### src/rtl/alu_arbiter.sv
// rtl/alu_arbiter.sv - shares one combinational ALU between N_REQ requesters over valid/ready
// Define ALU_ARB_FIXED_PRIO_EN for fixed lowest-index priority; default build is round-robin.
module alu_arbiter #(
    parameter int N_REQ  = 2,
    parameter int DATA_W = 8
) (
    input  logic                    clk_in,
    input  logic                    rst_n_in,
    input  logic [N_REQ-1:0]        req_valid_in,
    output logic [N_REQ-1:0]        req_ready_out,
    input  logic [3*N_REQ-1:0]      req_unit_in,
    input  logic [N_REQ-1:0]        req_op_in,
    input  logic [DATA_W*N_REQ-1:0] req_acc_in,
    input  logic [DATA_W*N_REQ-1:0] req_src_in,
    output logic [N_REQ-1:0]        rsp_valid_out,
    input  logic [N_REQ-1:0]        rsp_ready_in,
    output logic [DATA_W-1:0]       rsp_data_out,
    output logic [2:0]              alu_unit_sel_out,
    output logic                    alu_op_sel_out,
    output logic [DATA_W-1:0]       alu_acc_out,
    output logic [DATA_W-1:0]       alu_src_out,
    input  logic [DATA_W-1:0]       alu_res_in,
    output logic                    busy_out
);

    localparam int PTR_W = (N_REQ > 1) ? $clog2(N_REQ) : 1;

    typedef enum logic [1:0] {
        IDLE  = 2'd0,
        ISSUE = 2'd1,
        RESP  = 2'd2
    } state_t;

    state_t              state_q;
    logic [PTR_W-1:0]    win_q;
    logic [PTR_W-1:0]    win_d;
    logic                found_d;
    logic [2:0]          unit_q;
    logic [2:0]          unit_d;
    logic                op_q;
    logic                op_d;
    logic [DATA_W-1:0]   acc_q;
    logic [DATA_W-1:0]   acc_d;
    logic [DATA_W-1:0]   src_q;
    logic [DATA_W-1:0]   src_d;
    logic [N_REQ-1:0]    rsp_valid_q;
    logic [DATA_W-1:0]   rsp_data_q;

`ifndef ALU_ARB_FIXED_PRIO_EN
    logic [PTR_W-1:0]    rr_ptr_q;
`endif

    always_comb begin
        found_d = 1'b0;
        win_d   = '0;
        unit_d  = '0;
        op_d    = 1'b0;
        acc_d   = '0;
        src_d   = '0;
`ifdef ALU_ARB_FIXED_PRIO_EN
        for (int i = 0; i < N_REQ; i++) begin
            if (!found_d && req_valid_in[i]) begin
                found_d = 1'b1;
                win_d   = PTR_W'(i);
            end
        end
`else
        // Two passes give circular search: first rr_ptr..N_REQ-1, then wrap to 0.
        for (int i = 0; i < N_REQ; i++) begin
            if (!found_d && req_valid_in[i] && (i >= int'(rr_ptr_q))) begin
                found_d = 1'b1;
                win_d   = PTR_W'(i);
            end
        end
        for (int i = 0; i < N_REQ; i++) begin
            if (!found_d && req_valid_in[i]) begin
                found_d = 1'b1;
                win_d   = PTR_W'(i);
            end
        end
`endif
        for (int i = 0; i < N_REQ; i++) begin
            if (win_d == PTR_W'(i)) begin
                unit_d = req_unit_in[3*i +: 3];
                op_d   = req_op_in[i];
                acc_d  = req_acc_in[DATA_W*i +: DATA_W];
                src_d  = req_src_in[DATA_W*i +: DATA_W];
            end
        end
    end

    // Gated by reset so no request is acknowledged while the block is held in reset.
    assign req_ready_out = (state_q == IDLE && rst_n_in && found_d)
                           ? (N_REQ'(1) << win_d) : '0;

    always_ff @(posedge clk_in or negedge rst_n_in) begin
        if (!rst_n_in) begin
            state_q     <= IDLE;
            win_q       <= '0;
            unit_q      <= '0;
            op_q        <= 1'b0;
            acc_q       <= '0;
            src_q       <= '0;
            rsp_valid_q <= '0;
            rsp_data_q  <= '0;
`ifndef ALU_ARB_FIXED_PRIO_EN
            rr_ptr_q    <= '0;
`endif
        end else begin
            case (state_q)
                IDLE: begin
                    if (found_d) begin
                        win_q   <= win_d;
                        unit_q  <= unit_d;
                        op_q    <= op_d;
                        acc_q   <= acc_d;
                        src_q   <= src_d;
                        state_q <= ISSUE;
                    end
                end
                ISSUE: begin
                    rsp_data_q  <= alu_res_in;
                    rsp_valid_q <= N_REQ'(1) << win_q;
                    state_q     <= RESP;
                end
                RESP: begin
                    // rsp_valid_q is one-hot on the winner, so other requesters' ready is masked.
                    if (|(rsp_ready_in & rsp_valid_q)) begin
                        rsp_valid_q <= '0;
`ifndef ALU_ARB_FIXED_PRIO_EN
                        rr_ptr_q    <= (win_q == PTR_W'(N_REQ - 1)) ? '0 : win_q + PTR_W'(1);
`endif
                        state_q     <= IDLE;
                    end
                end
                default: state_q <= IDLE;
            endcase
        end
    end

    assign rsp_valid_out    = rsp_valid_q;
    assign rsp_data_out     = rsp_data_q;
    assign alu_unit_sel_out = unit_q;
    assign alu_op_sel_out   = op_q;
    assign alu_acc_out      = acc_q;
    assign alu_src_out      = src_q;
    assign busy_out         = (state_q != IDLE);

endmodule
### config.mk
export PLATFORM = sky130hd
export DESIGN_NAME = alu_arbiter
export DESIGN_NICKNAME = d
export VERILOG_FILES = /design/src/rtl/alu_arbiter.sv
export SDC_FILE = /design/constraint.sdc
export NUM_CORES = 1
export LEC_CHECK = 0
export CAP_MARGIN = 25
export CORE_ASPECT_RATIO = 1.75
export CORE_UTILIZATION = 43
export DETAILED_ROUTE_END_ITERATION = 8
export MAX_ROUTING_LAYER = met4
export PLACE_DENSITY = 0.86
export RECOVER_POWER = 50
export SETUP_SLACK_MARGIN = 0.15
export SLEW_MARGIN = 15
export SYNTH_ARGS = -nofsm -noshare
export SYNTH_HDL_FRONTEND = slang
export SYNTH_SLANG_ARGS = --single-unit
### constraint.sdc
create_clock -name clk_in -period 2.3 [get_ports clk_in]
set_input_delay 0.46 -clock clk_in [delete_from_list [all_inputs] [get_ports clk_in]]
set_output_delay 0.46 -clock clk_in [all_outputs]
set_load 0.005 [all_outputs]
==> results by group <==
Die
  – Core Area: 0.00370 mm^2
  – Boundary pin count: 87
  – Die area: 0.00422 mm^2
  – Horiz. Die Dim: 49.5 um
  – Rows: 29
  – DIE HEIGHT: 85.2 um
  – Starting Density: 45.9%

Synth
  – Yosys Warn Count: 0
  – Sequential area share after synthesis: 50.0%
  – Cells after Synth: 161
  – Asr flop ratio synth: 100%
  – Mapped Area: 0.00170 mm^2
  – Mapped Nets: 215
  – Netlist cell types: 24
  – Yosys top cell area share: 50.0%
  – Synth Register Bits: 34
  – Most area-consuming cells after synthesis: dfrtp_1, a31oi_2, a21oi_1
  – Largest area contributor in the netlist: dfrtp_1
  – Synth Area per Inst: 10.6 um^2
  – Synth Flop Type: dfrtp_1
  – Post-synth EDFFs: 0

Detailed routing
  – Vias: 1639
  – Post-Route WL: 4850 um
  – Vias per cell: 5.56
  – Routed Antenna Nets: 0
  – DRT iter0 DRCs: 55
  – Number of remaining DRC errors: 0
  – Wirelength per Cell: 16.4 um
  – Pre-antenna DRT Iters: 4

Place
  – Setup Slack @ Placement: -0.194 ns
  – DP HPWL: 3420 um
  – Gp weighted congestion: 0.820
  – PortBufs: 86

Clock network
  – H-tree level count: 2
  – Clk sinks: 34
  – Root buffer cell: clkbuf_8
  – CTS tree: built
  – Worst skew pair latency: 0.28 ns
  – Clock buffer depth: 2
  – Post-cts hold buffer count: 0
  – Post CTS Setup Buffer Count: 0
  – Num CTS Buffers: 5
  – CTS clk-pin slew, worst paths: 0.07 ns

Hold path
  – Hold Crit Class: primary input to asynchronous set/reset pin

Finish
  – Post-Route Utilization: 74.0%
  – Commonest non-fill, non-tap cells in the layout: clkdlybuf4s50_1, dfrtp_1, o21ai_0, nand3_1, a21oi_1
  – Share of layout cells above drive strength 1: 15.7%
  – # nets final: 302
  – Antenna diodes: 0
  – Area Overhead vs Synth: 61.1%
  – FILL cells: 294
  – Commonest non-fill, non-tap cell in the layout: clkdlybuf4s50_1

Timing
  – Fin crit share: 89.1%
  – Slew Limit Fails: 0
  – Final worst slack: 0.250 ns
  – Final hold violations: 0
  – Period minus WS final: 2.05 ns
  – # setup viols final: 0
  – Highest clock rate: 0.488 GHz
  – Final Skew: 0.00475 ns
  – RSZ-0062 raised after global routing: false
  – Relative max-transition margin: 43.7%
  – Worst-Margin Slew: 0.845 ns

Pwr
  – Net switching power: 1.09 mW
  – Switching Share: 32.5%
  – Power per cell area: 1220 mW/mm^2
  – Internal: 2.26 mW
  – Comb pwr share: 48.0%
  – Clock power share: 19.5%
  – Flop pwr share: 32.5%
  – Static Leak: 1.08 nW
  – Worst vdd ir: 1040 uV

Worst setup path
  – Critical path required time: 1.84 ns
  – Arrival time worst endpoint: 1.59 ns
  – Critical path type: primary input to output pin
  – Worst-path maximum fanout: 4
  – Crit. End Element: output pin
  – CP Launch Type: primary input

GRT
  – First-pass GRT wire length: 7870 um
  – Antenna violations before repair: 0
  – Largest net degree at the start of global routing: 35
  – Vias in the first global route: 1649
  – GRT overflow: 0
  – Tot GR Track Use: 25.7%

Status
  – Run status: complete, no violations

Flow run
  – Max-cap violations: 0
final timing paths:
check | to | from | slack, ns | cells after the start
hold reg to reg | rsp_data_out[4] | rsp_data_out[4] | 0.49 | 1
setup reg to reg | alu_op_sel_out | state_q[1] | 0.63 | 4
hold / removal | rsp_valid_out[0] | rst_n_in | 0.44 | 2
setup / recovery | req_ready_out[0] | req_valid_in[1] | 0.25 | 5
min in group clk_in | rsp_data_out[4] | rsp_data_out[4] | 0.49 | 1
max in group asynchronous | alu_acc_out[6] | rst_n_in | 1.34 | 2
critical path, cell delays in order:
cell and delay (ns):
dlygate4sd2_1 0.26, or2_1 0.25, and2_0 0.17, and3_1 0.19, dlygate4sd2_1 0.26
metrics by stage:
stage,hold WS (ns),area (um^2),std cells,setup TNS [ns],total power [mW]
finish,0.439,2740,295,0,3.34
CTS,0.241,2750,295,0,3.39
global placement,0.467,2610,287,-1.92,2.67
detailed placement,0.474,2610,287,-2.66,2.72
global route,0.505,2740,295,0,3.55
floorplan,0.164,1700,161,0,1.89
registers in the layout, summed over array words and instances (netlist names):
name and flops:
rsp_valid_out 2, alu_acc_out 8, rsp_data_out 8, rr_ptr_q 1, win_q 1, alu_op_sel_out 1, alu_unit_sel_out 3, alu_src_out 8
state_q 2
Yosys cell counts (2+ instances only):
cell and count:
a21oi_1 20, a31oi_1 2, a31oi_2 18, buf_2 2, buf_6 2, clkbuf_1 12
dfrtp_1 34, inv_1 4, mux2_1 7, mux2_2 2, mux2i_1 2, nand3_1 20
nor2_1 3, nor2b_1 4, o21ai_0 20
cell type report:
| class | count | area (um^2) | area share, % |
|---|---|---|---|
| repair buffers | 96 | 920 | 33.6 |
| flip-flops and latches | 34 | 851 | 31.1 |
| multi-input cells | 107 | 759 | 27.7 |
| clock buffers | 5 | 68.8 | 2.51 |
| clock inverters | 3 | 68.8 | 2.51 |
| well taps | 46 | 57.6 | 2.10 |
| inverters | 4 | 15.0 | 0.548 |
metal layers:
layer	vias to the layer above	routed length, um	GRT usage (%)
met5	-	0	-
met4	0	134	9.61
met3	10	248	4.66
met2	77	2780	46.2
met1	790	1680	27.0
li1	762	-	-
kinds of logic after synthesis:
group | Yosys count | share of synthesized area, %
AND/OR/NAND/NOR | 33 | 10.0
multiplexers | 11 | 7.14
buffers and inverters | 20 | 5.44
flip-flops | 34 | 50.0
AO/OA/AOI/OAI | 63 | 27.4
power groups by stage:
stage                     clock network, mW  registers [mW]  logic [mW]
after detailed placement                  0            1.09        1.63
after global placement                    0            1.08        1.59
final                                 0.652            1.09        1.60
after global routing                  0.691            1.12        1.74
after floorplan                           0            1.08       0.801
after CTS                             0.665            1.08        1.64
repair_timing:
item	4_1_cts	5_1_grt
hold endpoints to repair	0	0
pin swaps	0	1
gates resized for setup	4	2
endpoints found under the setup margin	4	2
No activity file was read; power rests on OpenSTA's default activity.
==> edit: new RTL, same flow settings <==
Set the parameter `DATA_W` to 10 (it was 8).
--- a/src/rtl/alu_arbiter.sv
+++ b/src/rtl/alu_arbiter.sv
@@ -2,7 +2,7 @@
 // Define ALU_ARB_FIXED_PRIO_EN for fixed lowest-index priority; default build is round-robin.
 module alu_arbiter #(
     parameter int N_REQ  = 2,
-    parameter int DATA_W = 8
+    parameter int DATA_W = 10
 ) (
     input  logic                    clk_in,
     input  logic                    rst_n_in,
Ports: changed (6 resized); port bits go from 87 to 103. No check against the original RTL was run, so the function may have changed too.
==> edit against the original RTL <==
Register-to-register slack got worse by 0.10 ns. Routed wire length increased by 17%. Final cell count increased by 16%. Final area grew 15%. Count of clock-buffer cells in the layout rose by 2. Area after synthesis increased by 17%. Sequential cell count rose by 6. Worst setup slack improved by 0.052 ns. Fmax up 2.6%. Total power up 9.4%. Highest routed layer unchanged.
==> edit: results (changes against the original RTL) <==
metric,value,unit,change
status,completed,,
Initial DRC Count,41,,-25%
Worst path max stage delay,0.47,ns,+0.21 ns
"IR drop worst, VDD",0.742,mV,-28%
Vias/cell,5.55,,-0.14%
Int Pwr,2.42,mW,+7.2%
final net count,356,,+18%
worst clock skew,0.00456,ns,-0.000196 ns
post-synthesis sequential area ratio,0.504,,+0.00341
R2R setup slack,0.53,ns,-0.10 ns
Placer Congestion,0.795,,-3.0%
first-pass GRT wire length,9.15,mm,+16%
Top Family by Delay on Critical Path,buffers and inverters,,
dpl hpwl,4.15,mm,+21%
worst slew pin tran,1.16,ns,+0.312 ns
Worst path slowest cell,clkdlybuf4s50_1,,
Inst Count DP,334,,+16%
Placed Area,0.00306,sq mm,+17%
global-route usage over all layers,0.260,,+0.00374
share of cells above drive strength 1,0.140,,-0.0162
top area cells in the synthesized netlist,"dfrtp_1, a31oi_2, a21oi_1, nand3_1, o21ai_0",,
Worst Path Arrival,1.54,ns,-0.05 ns
reg2reg end,alu_src_out[9]$_DFFE_PN0P_,,
LEAKAGE,1.25,nW,+15%
Reg-to-Reg Start,state_q[0]$_DFFE_PN0P_,,
post-synthesis instance total,188,,+17%
vias in the first global route,1928,,+17%
Port Buffers,102,,+19%
edit: cell count changes after synthesis, sizes merged:
cell | unedited run | this run
a21oi | 20 | 24
a31oi | 20 | 24
buf | 4 | 6
clkbuf | 12 | 13
dfrtp | 34 | 40
mux2 | 9 | 11
nand3 | 20 | 24
o21ai | 20 | 24
edit: kinds of logic (layout without fill, tap and decap cells):
logic type	count (synthesis)	after routing	share of synthesized area
flops	40	40	0.504
compound gates	75	75	0.267
simple gates	37	37	0.0970
mux	13	13	0.0724
buf+inv	23	127	0.0598
edit: layout make-up:
| type | count | area [sq um] | share of cell area |
|---|---|---|---|
| repair buffers | 116 | 1110 | 0.352 |
| flip-flops and latches | 40 | 1000 | 0.318 |
| well taps | 51 | 63.8 | 0.0202 |
| clock buffers | 7 | 96.3 | 0.0306 |
| inverters | 4 | 15.0 | 0.00476 |
| multi-input cells | 125 | 867 | 0.275 |
edit: per-layer routing:
metal  vias to the layer above  share of wire  wire [um]  GRT usage
met4                         0          0.028        158      0.103
met2                        83           0.55       3150      0.436
met3                        12          0.050        285     0.0365
met1                       913           0.37       2080      0.301
met5                         -              0          0          -
li1                        895              -          -          -
edit: how the worst max path moves through the flow:
stage | from | endpoint | slack, ns
after floorplan | req_valid_in[1] | req_ready_out[0] | 0.47
after global placement | req_valid_in[1] | req_ready_out[0] | -0.04
after detailed placement | req_valid_in[1] | req_ready_out[0] | -0.08
after CTS | req_valid_in[0] | req_ready_out[0] | 0.12
after global routing | state_q[0]$_DFFE_PN0P_ | busy_out | 0.21
final | state_q[0]$_DFFE_PN0P_ | busy_out | 0.30
edit: repair_timing:
action	CTS	global route
setup endpoints to repair	2	10
buffers inserted	1	1
gates resized for setup	2	2
pin swaps	1	1
edit: power groups by stage:
stage / Clock, mW / Sequential (mW) / Combinational [mW]
after floorplan: 0 / 1.28 / 0.924
after global placement: 0 / 1.26 / 1.89
after detailed placement: 0 / 1.27 / 1.95
after CTS: 0.501 / 1.27 / 1.95
after global routing: 0.535 / 1.31 / 2.07
final: 0.490 / 1.27 / 1.90
edit: stage by stage:
| step | setup slack, ns | hold slack, ns | setup TNS (ns) |
|---|---|---|---|
| detailed placement | -0.0832 | 0.475 | -0.220 |
| global route | 0.209 | 0.506 | 0 |
| floorplan | 0.465 | 0.164 | 0 |
| global placement | -0.0382 | 0.467 | -0.0382 |
| finish | 0.302 | 0.482 | 0 |
| CTS | 0.121 | 0.180 | 0 |
